<file path="src/rtl/mem_port_arbiter.sv">
// rtl/mem_port_arbiter.sv - shares one variable-latency memory port between fetch and data access
module mem_port_arbiter #(
  parameter int AW      = 64,
  parameter int TIMEOUT = 255
) (
  input  logic          clk,
  input  logic          rst_n,
  input  logic          if_req,
  input  logic [AW-1:0] if_addr,
  output logic [31:0]   if_rdata,
  input  logic          dm_req,
  input  logic          dm_we,
  input  logic [7:0]    dm_strb,
  input  logic [AW-1:0] dm_addr,
  input  logic [63:0]   dm_wdata,
  output logic [63:0]   dm_rdata,
  output logic          mem_req,
  output logic          mem_we,
  output logic [7:0]    mem_strb,
  output logic [AW-1:0] mem_addr,
  output logic [63:0]   mem_wdata,
  input  logic [63:0]   mem_rdata,
  input  logic          mem_ack,
  output logic          waiting,
  output logic          mem_err
);

  typedef enum logic [1:0] {
    IDLE   = 2'd0,
    D_BUSY = 2'd1,
    I_BUSY = 2'd2
  } state_e;

  localparam logic [7:0] TO_LIMIT = 8'(TIMEOUT);

  state_e        state_q, state_d;
  logic          mem_req_q, mem_req_d;
  logic          mem_we_q, mem_we_d;
  logic [7:0]    mem_strb_q, mem_strb_d;
  logic [AW-1:0] mem_addr_q, mem_addr_d;
  logic [63:0]   mem_wdata_q, mem_wdata_d;
  logic [31:0]   if_rdata_q, if_rdata_d;
  logic [63:0]   dm_rdata_q, dm_rdata_d;
  logic          dm_srv_q, dm_srv_d;
  logic          if_srv_q, if_srv_d;
  logic [7:0]    cnt_q, cnt_d;
  logic          err_q, err_d;

  logic          dm_pend;
  logic          if_pend;
  logic [7:0]    cnt_inc;

  // A port is pending until it has been served in the current pipeline cycle
  assign dm_pend = dm_req & ~dm_srv_q;
  assign if_pend = if_req & ~if_srv_q;
  assign waiting = dm_pend | if_pend;

  // Saturating busy-cycle counter so a stuck memory cannot wrap it back below the limit
  assign cnt_inc = (cnt_q == 8'hFF) ? cnt_q : cnt_q + 8'd1;

  assign mem_req   = mem_req_q;
  assign mem_we    = mem_we_q;
  assign mem_strb  = mem_strb_q;
  assign mem_addr  = mem_addr_q;
  assign mem_wdata = mem_wdata_q;
  assign if_rdata  = if_rdata_q;
  assign dm_rdata  = dm_rdata_q;
  assign mem_err   = err_q;

  // Next-state: issue selection (data first), completion capture and timeout detection
  always_comb begin
    state_d     = state_q;
    mem_req_d   = mem_req_q;
    mem_we_d    = mem_we_q;
    mem_strb_d  = mem_strb_q;
    mem_addr_d  = mem_addr_q;
    mem_wdata_d = mem_wdata_q;
    if_rdata_d  = if_rdata_q;
    dm_rdata_d  = dm_rdata_q;
    dm_srv_d    = dm_srv_q;
    if_srv_d    = if_srv_q;
    cnt_d       = cnt_q;
    err_d       = err_q;

    // Pipeline advances this cycle, so next cycle's requests are fresh
    if (!waiting) begin
      dm_srv_d = 1'b0;
      if_srv_d = 1'b0;
    end

    unique case (state_q)
      IDLE: begin
        if (dm_pend) begin
          state_d     = D_BUSY;
          mem_req_d   = 1'b1;
          mem_we_d    = dm_we;
          mem_strb_d  = dm_we ? dm_strb : 8'hFF;
          mem_addr_d  = dm_addr;
          mem_wdata_d = dm_wdata;
          cnt_d       = 8'd0;
        end else if (if_pend) begin
          state_d     = I_BUSY;
          mem_req_d   = 1'b1;
          mem_we_d    = 1'b0;
          mem_strb_d  = 8'hFF;
          mem_addr_d  = if_addr;
          cnt_d       = 8'd0;
        end
      end
      D_BUSY, I_BUSY: begin
        if (mem_ack) begin
          state_d   = IDLE;
          mem_req_d = 1'b0;
          mem_we_d  = 1'b0;
          if (state_q == D_BUSY) begin
            dm_srv_d = 1'b1;
            if (!mem_we_q) begin
              dm_rdata_d = mem_rdata;
            end
          end else begin
            // Latched fetch address picks the 32-bit half of the 64-bit beat
            if_srv_d   = 1'b1;
            if_rdata_d = mem_addr_q[2] ? mem_rdata[63:32] : mem_rdata[31:0];
          end
        end else begin
          cnt_d = cnt_inc;
          if (cnt_inc == TO_LIMIT) begin
            err_d = 1'b1;
          end
        end
      end
      default: begin
        state_d = IDLE;
      end
    endcase
  end

  // State and registered outputs; reset abandons any in-flight access
  always_ff @(posedge clk or negedge rst_n) begin
    if (!rst_n) begin
      state_q     <= IDLE;
      mem_req_q   <= 1'b0;
      mem_we_q    <= 1'b0;
      mem_strb_q  <= 8'h00;
      mem_addr_q  <= '0;
      mem_wdata_q <= 64'h0;
      if_rdata_q  <= 32'h0;
      dm_rdata_q  <= 64'h0;
      dm_srv_q    <= 1'b0;
      if_srv_q    <= 1'b0;
      cnt_q       <= 8'd0;
      err_q       <= 1'b0;
    end else begin
      state_q     <= state_d;
      mem_req_q   <= mem_req_d;
      mem_we_q    <= mem_we_d;
      mem_strb_q  <= mem_strb_d;
      mem_addr_q  <= mem_addr_d;
      mem_wdata_q <= mem_wdata_d;
      if_rdata_q  <= if_rdata_d;
      dm_rdata_q  <= dm_rdata_d;
      dm_srv_q    <= dm_srv_d;
      if_srv_q    <= if_srv_d;
      cnt_q       <= cnt_d;
      err_q       <= err_d;
    end
  end

endmodule

</file>
<file path="config.mk">
export PLATFORM = sky130hd
export DESIGN_NAME = mem_port_arbiter
export DESIGN_NICKNAME = d
export VERILOG_FILES = /design/src/rtl/mem_port_arbiter.sv
export SDC_FILE = /design/constraint.sdc
export NUM_CORES = 1
export LEC_CHECK = 0
export CORE_AREA = 3 3 194 196
export CTS_CLUSTER_SIZE = 12
export DETAILED_ROUTE_END_ITERATION = 12
export DIE_AREA = 0 0 197 199
export GPL_TIMING_DRIVEN = 0
export PLACE_DENSITY = 0.72
export SLEW_MARGIN = 15
export SYNTH_ARGS = -nofsm -noshare
export SYNTH_HDL_FRONTEND = slang
export SYNTH_SLANG_ARGS = --single-unit
</file>
<file path="constraint.sdc">
create_clock -name clk -period 5.1 [get_ports clk]
set_input_delay 1.275 -clock clk [delete_from_list [all_inputs] [get_ports clk]]
set_output_delay 1.275 -clock clk [all_outputs]
set_load 0.005 [all_outputs]
</file>
==> flow_summary.toml, run 1 <==
[worst_hold_path]
hp-class = "flip-flop to flip-flop"
min_from = "mem_addr[20]$_DFFE_PN0P_"

[die]
num_io_pins = 506
die_area_um2 = 39200
core.rowCount = 70
die_h_um = 199
coreArea_um2 = 36300
dieWidth_um = 197
start_util_pct = 28.7

[clocking]
ctsResizeCount = 0
clock_path_buffers = 3
ctsHoldBuffers = 0
numCtsBuffers = 29
tritoncts = "done"
insertion_delay_ns = 0.55
cts.sinks = 247
htreeDepth = 1
cts_setup_buffers = 0
cts-root-buf = "clkbuf_16"
path_clk_slew_ns = 0.06

[global_route]
track_usage_pct = 17.8
grt_max_degree = 94
grt_pass1_vias = 9082
grt_pass1_wl_mm = 54.1
gr-total-overflow = 0
grt_antenna_before_repair = 1

[synthesis]
synth_warnings = 0
ys_ff_latch = 247
synthFlopType = "dfrtp_1"
syn_area_per_cell_um2 = 12.6
ys_types = 43
syn_inst = 829
synth.cell_area_um2 = 10400
async_flop_share_pct = 100
yosysSeqAreaShare_pct = 59.4
synth_enable_flop_cells = 0
syn-num-nets = 1103

[critical_path]
worstPathArrival_ns = 2.94
critPathKind = "input port to primary output"
crit_path_start_kind = "input port"
cp-end-kind = "primary output"
cp-endpoint = "waiting"
cp.required_ns = 3.83
rr_startpoint = "state_q[0]$_DFFE_PN0P_"
crit_top_cell = "clkdlybuf4s50_1"
ff2ff_setup_slack_ns = 2.87
cp_slowest_cell = "clkdlybuf4s50_1"
path_depth = 6
cp_max_fo = 10
startpoint = "dm_req"
slowest_delay_ns = 0.60
crit_chain = "clkdlybuf4s50_1 -> nand2b_1 -> buf_4 -> buf_6 -> nand2_1 -> clkdlybuf4s50_1"
path_buf_inv = 4
reg2reg_depth = 7
worstReg2RegEnd = "if_rdata[28]$_DFFE_PN0P_"
cp_top_family = "buffers and inverters"

[route]
wl_mm = 36.6
ant_nets = 0
first_pass_iters = 4
drc = 0
wl_per_cell_um = 19.7
drt_iter0_drc = 334
via_per_inst = 4.60
vias = 8542

[sta]
setup_violations = 0
fin_crit_ns = 4.22
hold_viol = 0
tightestPinTransition_ns = 0.615
whs_ns = 0.475
fin_skew_ns = 0.0115
fin_crit_sh_pct = 82.7
max_freq_mhz = 237
rsz0062_at_grt = "false"
setup-tns-final_ns = 0
slew_viol_final = 0
slew_headroom_pct = 59.0

[pwr]
vdd_drop_max_uv = 426
total_power_uw = 9990
powerDensity_nw_per_um2 = 585
leakagePower_uw = 0.00732

[place]
placed_cell_area_um2 = 16100
gp_congestion = 0.804
portBuffers = 505
post-place-cells = 1804
dpl.hpwl_mm = 28.7

[finish]
fillers = 3334
finalNetCount = 1641
ff_latch_area_um2 = 6180
multiInputGateArea_um2 = 3940
antenna_cells = 0
drive_gt1_share_pct = 15.8
fin_area_um2 = 17100
finalNonFillerCells = 1857
area_growth_pct = 64.0

[flow_run]
maxCapViolations = 0

[status]
status = "finished, final reports clean"
-- metal layers --
layer | up-vias | wire length, µm | GRT usage [%] | share of wire (%)
li1 | 3975 | - | - | -
met3 | 56 | 2600 | 4.69 | 7.1
met5 | - | 13 | 0 | 0.036
met1 | 4166 | 14200 | 21.0 | 39
met2 | 343 | 19000 | 32.5 | 52
met4 | 2 | 886 | 4.38 | 2.4
-- synthesized netlist by cell type, types with 3 or more instances --
| master | number | area share (%) |
|---|---|---|
| a31oi_1 | 3 | 0.18 |
| buf_4 | 10 | 0.72 |
| a21oi_1 | 10 | 0.48 |
| nor2b_1 | 4 | 0.24 |
| inv_1 | 6 | 0.22 |
| ha_1 | 4 | 0.48 |
| mux2i_1 | 97 | 9.3 |
| clkbuf_1 | 15 | 0.54 |
| nor2_1 | 16 | 0.58 |
| nand2b_1 | 4 | 0.24 |
| mux2_2 | 124 | 13 |
| mux2_1 | 5 | 0.54 |
| nand3_1 | 4 | 0.19 |
| buf_2 | 23 | 1.1 |
| o21ai_0 | 105 | 5.0 |
| dfrtp_1 | 247 | 59 |
| o21ai_1 | 7 | 0.34 |
| nand2_1 | 113 | 4.1 |
-- tightest hold or removal path, stage by stage, from the launching register on --
cell	delay, ns
dfrtp_1	0.34
nand2_1	0.04
o21ai_0	0.06
-- flip-flops by register name, summed over array words and instances (netlist names) --
signal	count
dm_rdata	64
if_rdata	32
mem_err	1
mem_req	1
mem_wdata	64
mem_we	1
mem_addr	64
state_q	2
cnt_q	8
if_srv_q	1
mem_strb	8
dm_srv_q	1
-- worst min path at each step --
stage                                           to  cells past startpoint
after CTS                 mem_addr[15]$_DFFE_PN0P_                      2
after floorplan                 if_srv_q$_DFF_PN0_                      2
after detailed placement  mem_addr[22]$_DFFE_PN0P_                      2
after global routing      mem_addr[15]$_DFFE_PN0P_                      2
after global placement    mem_addr[38]$_DFFE_PN0P_                      2
final                     mem_addr[20]$_DFFE_PN0P_                      2
-- where the power goes --
part | switching, µW | leakage, µW | total (µW) | internal (µW)
Clock | 835 | 0.000473 | 2060 | 1220
Combinational | 1800 | 0.00386 | 4490 | 2680
Sequential | 522 | 0.00299 | 3440 | 2920
Total | 3160 | 0.00732 | 9990 | 6830
-- cells by family after synthesis --
group / Yosys count / share of synthesized area (%)
flip-flops: 247 / 59.4
multiplexers: 226 / 23.3
AND/OR/NAND/NOR: 152 / 6.25
AO/OA/AOI/OAI: 142 / 7.72
buffers and inverters: 57 / 2.80
adder cells (fa/ha/maj): 4 / 0.481
XOR/XNOR: 1 / 0.0842
-- per-stage QoR --
| stage | worst slack [ns] | utilization, % |
|---|---|---|
| final | 0.881 | 47.1 |
| after global routing | 0.818 | 47.1 |
| after CTS | 0.862 | 47.1 |
| after detailed placement | 0.869 | 44.4 |
| after global placement | -7.93 | 44.3 |
| after floorplan | 2.12 | - |
-- cell usage in the layout, fill, tap and decap left out, drive strengths merged, types with 3 or more instances in the layout --
cell / Yosys / routed
dfrtp: 247 / 247
nand2b: 4 / 4
clkinvlp: 0 / 3
o21ai: 113 / 113
nor2b: 4 / 4
clkinv: 0 / 6
buf: 34 / 37
ha: 4 / 4
inv: 7 / 9
clkbuf: 16 / 57
nor2: 16 / 16
a21oi: 10 / 10
mux2i: 97 / 97
a31oi: 4 / 4
nand3: 5 / 5
clkdlybuf4s50: 0 / 504
mux2: 129 / 129
nand2: 113 / 113
-- layout make-up --
class | instances | share of cell area (%)
Clock inverter | 12 | 0.586
Tap cell | 468 | 3.43
Timing Repair Buffer | 507 | 30.0
Multi-Input combinational cell | 525 | 23.1
Inverter | 7 | 0.154
Sequential cell | 247 | 36.2
Clock buffer | 41 | 5.04
Buffer | 50 | 1.55
Note: power is estimated with default switching activity, not from simulation.
==> run 2, diff against run 1 <==
--- a/config.mk
+++ b/config.mk
@@ -5,10 +5,10 @@
 export SDC_FILE = /design/constraint.sdc
 export NUM_CORES = 1
 export LEC_CHECK = 0
-export CORE_AREA = 3 3 194 196
+export CORE_AREA = 3 3 195 197
 export CTS_CLUSTER_SIZE = 12
 export DETAILED_ROUTE_END_ITERATION = 12
-export DIE_AREA = 0 0 197 199
+export DIE_AREA = 0 0 198 200
 export GPL_TIMING_DRIVEN = 0
 export PLACE_DENSITY = 0.72
 export SLEW_MARGIN = 15
==> constraint.sdc (replaced) <==
create_clock -name clk -period 4.2 [get_ports clk]
set_input_delay 1.05 -clock clk [delete_from_list [all_inputs] [get_ports clk]]
set_output_delay 1.05 -clock clk [all_outputs]
set_load 0.005 [all_outputs]
==> flow_summary.toml, run 2 (synthesis gave the netlist of run 1 again) <==
[global_route]
grt_antenna_before_repair = 1
gr-total-overflow = 0
grt_pass1_wl_mm = 53.6
grt_max_degree = 87
track_usage_pct = 17.4
grt_pass1_vias = 9165

[sta]
setup-tns-final_ns = 0
fin_crit_ns = 3.75
slew_viol_final = 0
rsz0062_at_grt = "false"
hold_viol = 0
max_freq_mhz = 266
fin_skew_ns = 0.0129
tightestPinTransition_ns = 0.664
setup_violations = 0
slew_headroom_pct = 55.7
fin_crit_sh_pct = 89.4

[critical_path]
crit_chain = "clkdlybuf4s50_1 -> nand2b_1 -> buf_4 -> buf_6 -> nand2_1 -> clkdlybuf4s50_1"
cp_slowest_cell = "clkdlybuf4s50_1"
slowest_delay_ns = 0.57
cp_top_family = "buffers and inverters"
crit_path_start_kind = "input port"
critPathKind = "input port to primary output"
cp.required_ns = 3.15
worstPathArrival_ns = 2.70
cp_max_fo = 10
cp-end-kind = "primary output"
crit_top_cell = "clkdlybuf4s50_1"
path_buf_inv = 4

[finish]
multiInputGateArea_um2 = 3940
mostFrequentLayoutCell = "clkdlybuf4s50_1"
antenna_cells = 0
fillers = 3349
fin_area_um2 = 17000
ff_latch_area_um2 = 6180
area_growth_pct = 63.7
drive_gt1_share_pct = 15.3
final_cell_mix = "504 x clkdlybuf4s50_1, 247 x dfrtp_1, 124 x mux2_2"
finalNetCount = 1641

[place]
gp_congestion = 0.836
portBuffers = 505
placed_cell_area_um2 = 16100
dpl.hpwl_mm = 28.4

[clocking]
cts_setup_buffers = 0
ctsHoldBuffers = 0
insertion_delay_ns = 0.55
ctsResizeCount = 0
clock_path_buffers = 3
tritoncts = "done"
cts-root-buf = "clkbuf_16"
htreeDepth = 1
numCtsBuffers = 29
cts.sinks = 247
path_clk_slew_ns = 0.06

[route]
vias = 8479
ant_nets = 0
first_pass_iters = 4
wl_per_cell_um = 19.5
via_per_inst = 4.58
drt_iter0_drc = 238
drc = 0
wl_mm = 36.1

[pwr]
powerDensity_nw_per_um2 = 712
leakagePower_uw = 0.00731
vdd_drop_max_uv = 358

[die]
die_area_um2 = 39600
core.rowCount = 70
die_h_um = 200
dieWidth_um = 198
start_util_pct = 28.6
coreArea_um2 = 36400
num_io_pins = 506

[flow_run]
maxCapViolations = 0

[status]
status = "finished, final reports clean"

[worst_hold_path]
hp-class = "input port to async pin"
## run 2: cell count changes in the layout (fill, tap and decap cells not counted), sizes merged
cell      delta
bufinv       +2
clkbuf       -2
clkinv       -3
clkinvlp     -3
inv          -1
## run 2: area by class of cell
class	instances	share of cell area [%]
multi-input cells	525	23.1
inverters	7	0.154
clock inverters	7	0.690
clock buffers	39	4.77
flip-flops and latches	247	36.3
repair buffers	507	30.0
well taps	468	3.44
plain buffers	50	1.56
## run 2: worst register-to-register path, cell delays in order (launching register included)
cell and delay (ns):
dfrtp_1 0.37, inv_1 0.07, ha_1 0.37, and2_1 0.22, nand2b_1 0.12, buf_2 0.23, clkbuf_1 0.49, nand2_1 0.12
o21ai_0 0.09
## run 2: where the power goes
part	internal (µW)	total, µW	switching, µW
sequential	3550	4180	632
clock	1520	2500	977
combinational	3260	5450	2190
total	8330	12100	3800
## run 2: final timing paths
path                                                  to  depth (start not counted)                startpoint  slack, ns
worst max-delay path                             waiting                          6                    dm_req       0.45
worst min-delay path            dm_rdata[10]$_DFFE_PN0P_                          1                     rst_n       0.46
worst max register to register  if_rdata[24]$_DFFE_PN0P_                          8    state_q[0]$_DFFE_PN0P_       2.03
worst min register to register  mem_addr[43]$_DFFE_PN0P_                          2  mem_addr[43]$_DFFE_PN0P_       0.48
max in group asynchronous       mem_addr[45]$_DFFE_PN0P_                          3                     rst_n       2.48
min in group clk                mem_addr[43]$_DFFE_PN0P_                          2  mem_addr[43]$_DFFE_PN0P_       0.48
## run 2: per-stage QoR
stage	instances	hold slack (ns)	setup slack (ns)	power (µW)	util, %
2_1_floorplan	829	0.461	1.67	6260	-
3_3_place_gp	1802	0.461	-8.70	9620	44.0
3_5_place_dp	1804	0.469	0.414	9750	44.2
4_1_cts	1850	0.475	0.413	12300	46.8
5_1_grt	1850	0.483	0.346	12900	46.8
6_report	1850	0.457	0.446	12100	46.8
## run 2: layer usage
layer  GRT usage [%]  wire length (µm)  vias to the layer above
met5               0                13                        -
met4            5.64              1050                        2
met3            4.68              2930                       57
met2            30.7             18100                      347
met1            20.8             14000                     4093
li1                -                 -                     3980
==> variant 1, RTL diff (config.mk and constraints of run 2) <==
`AW`: 64 -> 32.
--- a/src/rtl/mem_port_arbiter.sv
+++ b/src/rtl/mem_port_arbiter.sv
@@ -1,6 +1,6 @@
 // rtl/mem_port_arbiter.sv - shares one variable-latency memory port between fetch and data access
 module mem_port_arbiter #(
-  parameter int AW      = 64,
+  parameter int AW      = 32,
   parameter int TIMEOUT = 255
 ) (
   input  logic          clk,
Interface: changed (resized dm_addr, if_addr and mem_addr); port bits go from 506 to 410. The function was not compared with the original's and may differ.
==> variant 1 against run 2 <==
Sequential cell count down 32. Total power is 15% lower. Highest routed layer is now met4. Wire length down 21%. Worst setup slack better by 270 ps. Synthesized area fell by 14%. Die area unchanged. Final area down 15%. Global-route usage is 3.8 points lower. Critical path type unchanged.
==> variant 1: results (changes against run 2) <==
run_status:
  outcome: "finished, final reports clean"  # unchanged
routing:
  wire_per_inst_um: 17.8  # was 19.5 um
  vias: 7174  # was 8479
placed_design:
  place_hpwl_mm: 21.6  # was 28.4 mm
  portBuffers: 409  # was 505
  placed_area_um2: 13700  # was 16100 um^2
  post-place-ws_ps: 727  # was 414 ps
sta:
  finalSetupViolations: 0  # unchanged
  max_slew_margin_pct: 52.6  # was 55.7%
  skew_ps: 11.1  # was 12.9 ps
  finalCritPeriodShare_pct: 82.9  # was 89.4%
pwr:
  p_leak_nw: 6.11  # was 7.31 nW
  seq_power_share_pct: 35.1  # was 34.5%
  comb_power_share_pct: 44.2  # was 44.9%
  internal_power_w: 0.00711  # was 0.00833 W
worst_setup_path:
  reg2reg_to: "if_rdata[27]$_DFFE_PN0P_"  # was if_rdata[24]$_DFFE_PN0P_
  r2r_slack_ps: 1930  # was 2030 ps
layout:
  multi_input_gates: 429  # was 525
  fin_nets: 1339  # was 1641
  multi_input_area_share_pct: 23.0  # was 23.1%
  nNonClkBuffers: 450  # was 557
  bufAreaShareNonClock_pct: 30.1  # was 31.6%
  seq_share_pct: 37.2  # was 36.3%
  clock_area_share_pct: 5.53  # was 5.46%
  fin_util_pct: 39.7  # was 46.8%
  seqCellArea_um2: 5380  # was 6180 um^2
  drive_above_1_share_pct: 13.5  # was 15.3%
synthesis:
  synth-compound-area-share_pct: 7.24  # was 7.72%
  syn-num-nets: 900  # was 1103
  synth_mux_area_share_pct: 23.6  # was 23.3%
  netlist_top_cells_count: "215 x dfrtp_1, 81 x nand2_1, 80 x mux2_2"  # was 247 x dfrtp_1, 124 x mux2_2, 113 x nand2_1
  synthAdderAreaFrac_pct: 0.560  # was 0.481%
  ys_seq_elements: 215  # was 247
  post_synth_xor_area_fraction_pct: 0.0981  # was 0.0841%
  synth_area_leaders: "dfrtp_1 60%, mux2_2 10%, mux2i_1 7.3%, mux2_1 6.2%, o21ai_0 4.4%"  # was dfrtp_1 59%, mux2_2 13%, mux2i_1 9.3%, o21ai_0 5.0%, nand2_1 4.1%
global_routing:
  grt_pass1_wl_mm: 42.7  # was 53.6 mm
  antenna_found_initial: 0  # was 1
  grt_pass1_vias: 7528  # was 9165
cts:
  cts_buffers: 26  # was 29
  clk_latency_ps: 530  # was 550 ps
  cts.repair.resized: 0  # unchanged
variant 1: changes by cell type after synthesis, moves of 5 or more:
cell / before / now
mux2_1: 5 / 49
mux2_2: 124 / 80
dfrtp_1: 247 / 215
mux2i_1: 97 / 65
nand2_1: 113 / 81
o21ai_0: 105 / 79
o21ai_1: 7 / 1
buf_4: 10 / 5
variant 1: metrics by stage:
| step | power, W | hold slack (ps) | cells | setup TNS [ps] |
|---|---|---|---|---|
| CTS | 0.0105 | 319 | 1614 | 0 |
| finish | 0.0103 | 354 | 1614 | 0 |
| floorplan | 0.00535 | 461 | 690 | 0 |
| detailed placement | 0.00825 | 470 | 1569 | 0 |
| global placement | 0.00813 | 460 | 1567 | -1552890 |
| global route | 0.0109 | 333 | 1614 | 0 |
variant 1: per-layer routing:
layer / wire length (um) / GRT usage (%) / up-vias
li1: - / - / 3301
met1: 11100 / 15.7 / 3561
met2: 14300 / 24.2 / 271
met3: 2470 / 4.83 / 41
met4: 744 / 3.51 / 0
met5: 0 / 0 / -
==> variant 2, RTL diff (flow settings as in run 2) <==
Without the edit above. Re-encode `state_e` (3 states) as one-hot, 3 bits wide.
--- a/src/rtl/mem_port_arbiter.sv
+++ b/src/rtl/mem_port_arbiter.sv
@@ -25,10 +25,10 @@
   output logic          mem_err
 );
 
-  typedef enum logic [1:0] {
-    IDLE   = 2'd0,
-    D_BUSY = 2'd1,
-    I_BUSY = 2'd2
+  typedef enum logic [2:0] {
+    IDLE   = 3'b001,
+    D_BUSY = 3'b010,
+    I_BUSY = 3'b100
   } state_e;
 
   localparam logic [7:0] TO_LIMIT = 8'(TIMEOUT);
Behaviour: same outputs for any inputs over 4 cycles, from zero or initial values and one cycle with rst_n low; so few cycles prove little.
==> variant 2 against run 2 <==
Synthesized cell count rose by 5.3%. Critical path depth did not move. Wire length rose by 2.3%. Final area fell by 0.70%. Total power rose by 0.45%. Sequential cell count rose by 1. Synthesized area fell by 1.4%. Worst setup slack got worse by 80 ps.
==> variant 2: results (changes against run 2) <==
layout:
  syn_to_final_growth_pct: 64.8  # was 63.7%
  nClkBuffers: 43  # was 39
  clock_area_share_pct: 5.63  # was 5.46%
  num-nonclk-inverters: 2  # was 7
  fin_nets: 1681  # was 1641
  drive_above_1_share_pct: 15.6  # was 15.3%
  seqCellArea_um2: 6210  # was 6180 um^2
  nNonClkBuffers: 565  # was 557
  num-fill-cells: 3337  # was 3349
  bufAreaShareNonClock_pct: 32.2  # was 31.6%
  multi_input_gates: 564  # was 525
  multiInputGateArea_um2: 3720  # was 3940 um^2
  n_antenna_cell: 1  # was 0
worst_setup_path:
  r2r.worst_path.cells: 5  # was 8
  critPathMaxFanout: 15  # was 10
  r2r_slack_ps: 1980  # was 2030 ps
  arrival_ps: 2780  # was 2700 ps
  worst_path_largest_cell_delay_ps: 490  # was 570 ps
  rr_startpoint: "state_q[0]$_DFFE_PN1P_"  # was state_q[0]$_DFFE_PN0P_
global_routing:
  antenna_found_initial: 3  # was 1
  grt_pass1_vias: 9111  # was 9165
  grt_pass1_wl_mm: 54.4  # was 53.6 mm
  grtUsageTotal_pct: 17.6  # was 17.4%
  grt_max_degree: 101  # was 87
synthesis:
  ys_seq_area_share_pct: 60.5  # was 59.4%
  netlist_top_cells_count: "247 x dfrtp_1, 141 x nand2_1, 129 x mux2_2"  # was 247 x dfrtp_1, 124 x mux2_2, 113 x nand2_1
  synth_area_leaders: "dfrtp_1 60%, mux2_2 14%, nand2_1 5.2%, a31oi_1 4.0%, nor2_1 3.8%"  # was dfrtp_1 59%, mux2_2 13%, mux2i_1 9.3%, o21ai_0 5.0%, nand2_1 4.1%
  syn_inst: 873  # was 829
  synth-compound-area-share_pct: 7.51  # was 7.72%
  synth_area_um2: 10300  # was 10400 um^2
  yosysUniqueCellTypes: 45  # was 43
  synth_mux_area_share_pct: 17.5  # was 23.3%
routing:
  met3_length_mm: 2.60  # was 2.93 mm
  wl_met1_mm: 15.0  # was 14.0 mm
  wire_per_inst_um: 19.4  # was 19.5 um
  vias_per_cell: 4.65  # was 4.58
  dr_wl_met2_mm: 17.9  # was 18.1 mm
  wirelength_mm: 36.9  # was 36.1 mm
run_status:
  outcome: "finished, final reports clean"  # unchanged
cts:
  numClockSinks: 248  # was 247
  cts.repair.resized: 1  # was 0
placed_design:
  place_congestion: 0.903  # was 0.836
  placed_area_um2: 16000  # was 16100 um^2
  dp_cells: 1848  # was 1804
  place_hpwl_mm: 28.5  # was 28.4 mm
  post-place-ws_ps: -273  # was 414 ps
sta:
  tightest_slew_ps: 895  # was 664 ps
  skew_ps: 9.39  # was 12.9 ps
  timing.hold.ws_ps: 420  # was 457 ps
pwr:
  vdd_drop_max_v: 0.000371  # was 0.000358 V
  pg_comb_w: 0.00547  # was 0.00545 W
  p_leak_nw: 7.12  # was 7.31 nW
variant 2: changes by cell type after synthesis, moves of 6 or more:
cell / delta
o21ai_1: -7
nand2_1: +28
o22a_1: +8
nor2_1: +88
a21oi_1: +26
buf_6: +6
a31oi_1: +62
mux2i_1: -63
o21ai_0: -105
variant 2: worst max path at each step:
stage	startpoint	endpoint	slack, ps	depth (start not counted)
2_1_floorplan	dm_req	waiting	1260	5
3_3_place_gp	rst_n	mem_addr[38]$_DFFE_PN0P_	-8860	1
3_5_place_dp	dm_req	waiting	-270	7
4_1_cts	dm_req	waiting	340	6
5_1_grt	dm_req	waiting	240	6
6_report	dm_req	waiting	370	6
variant 2: worst register-to-register path, delay by kind of cell, from the launching register on:
kind                   cells  cell delay, ps
AOI/OAI and AO/OA          2             460
buffers and inverters      2             640
DFF                        1             570
and+or+nand+nor            1             420
variant 2: routing by layer:
metal	global-route usage, %	vias to the layer above
met5	0	-
met2	29.7	346
met3	4.03	76
met1	22.3	4322
li1	-	4088
met4	6.84	4
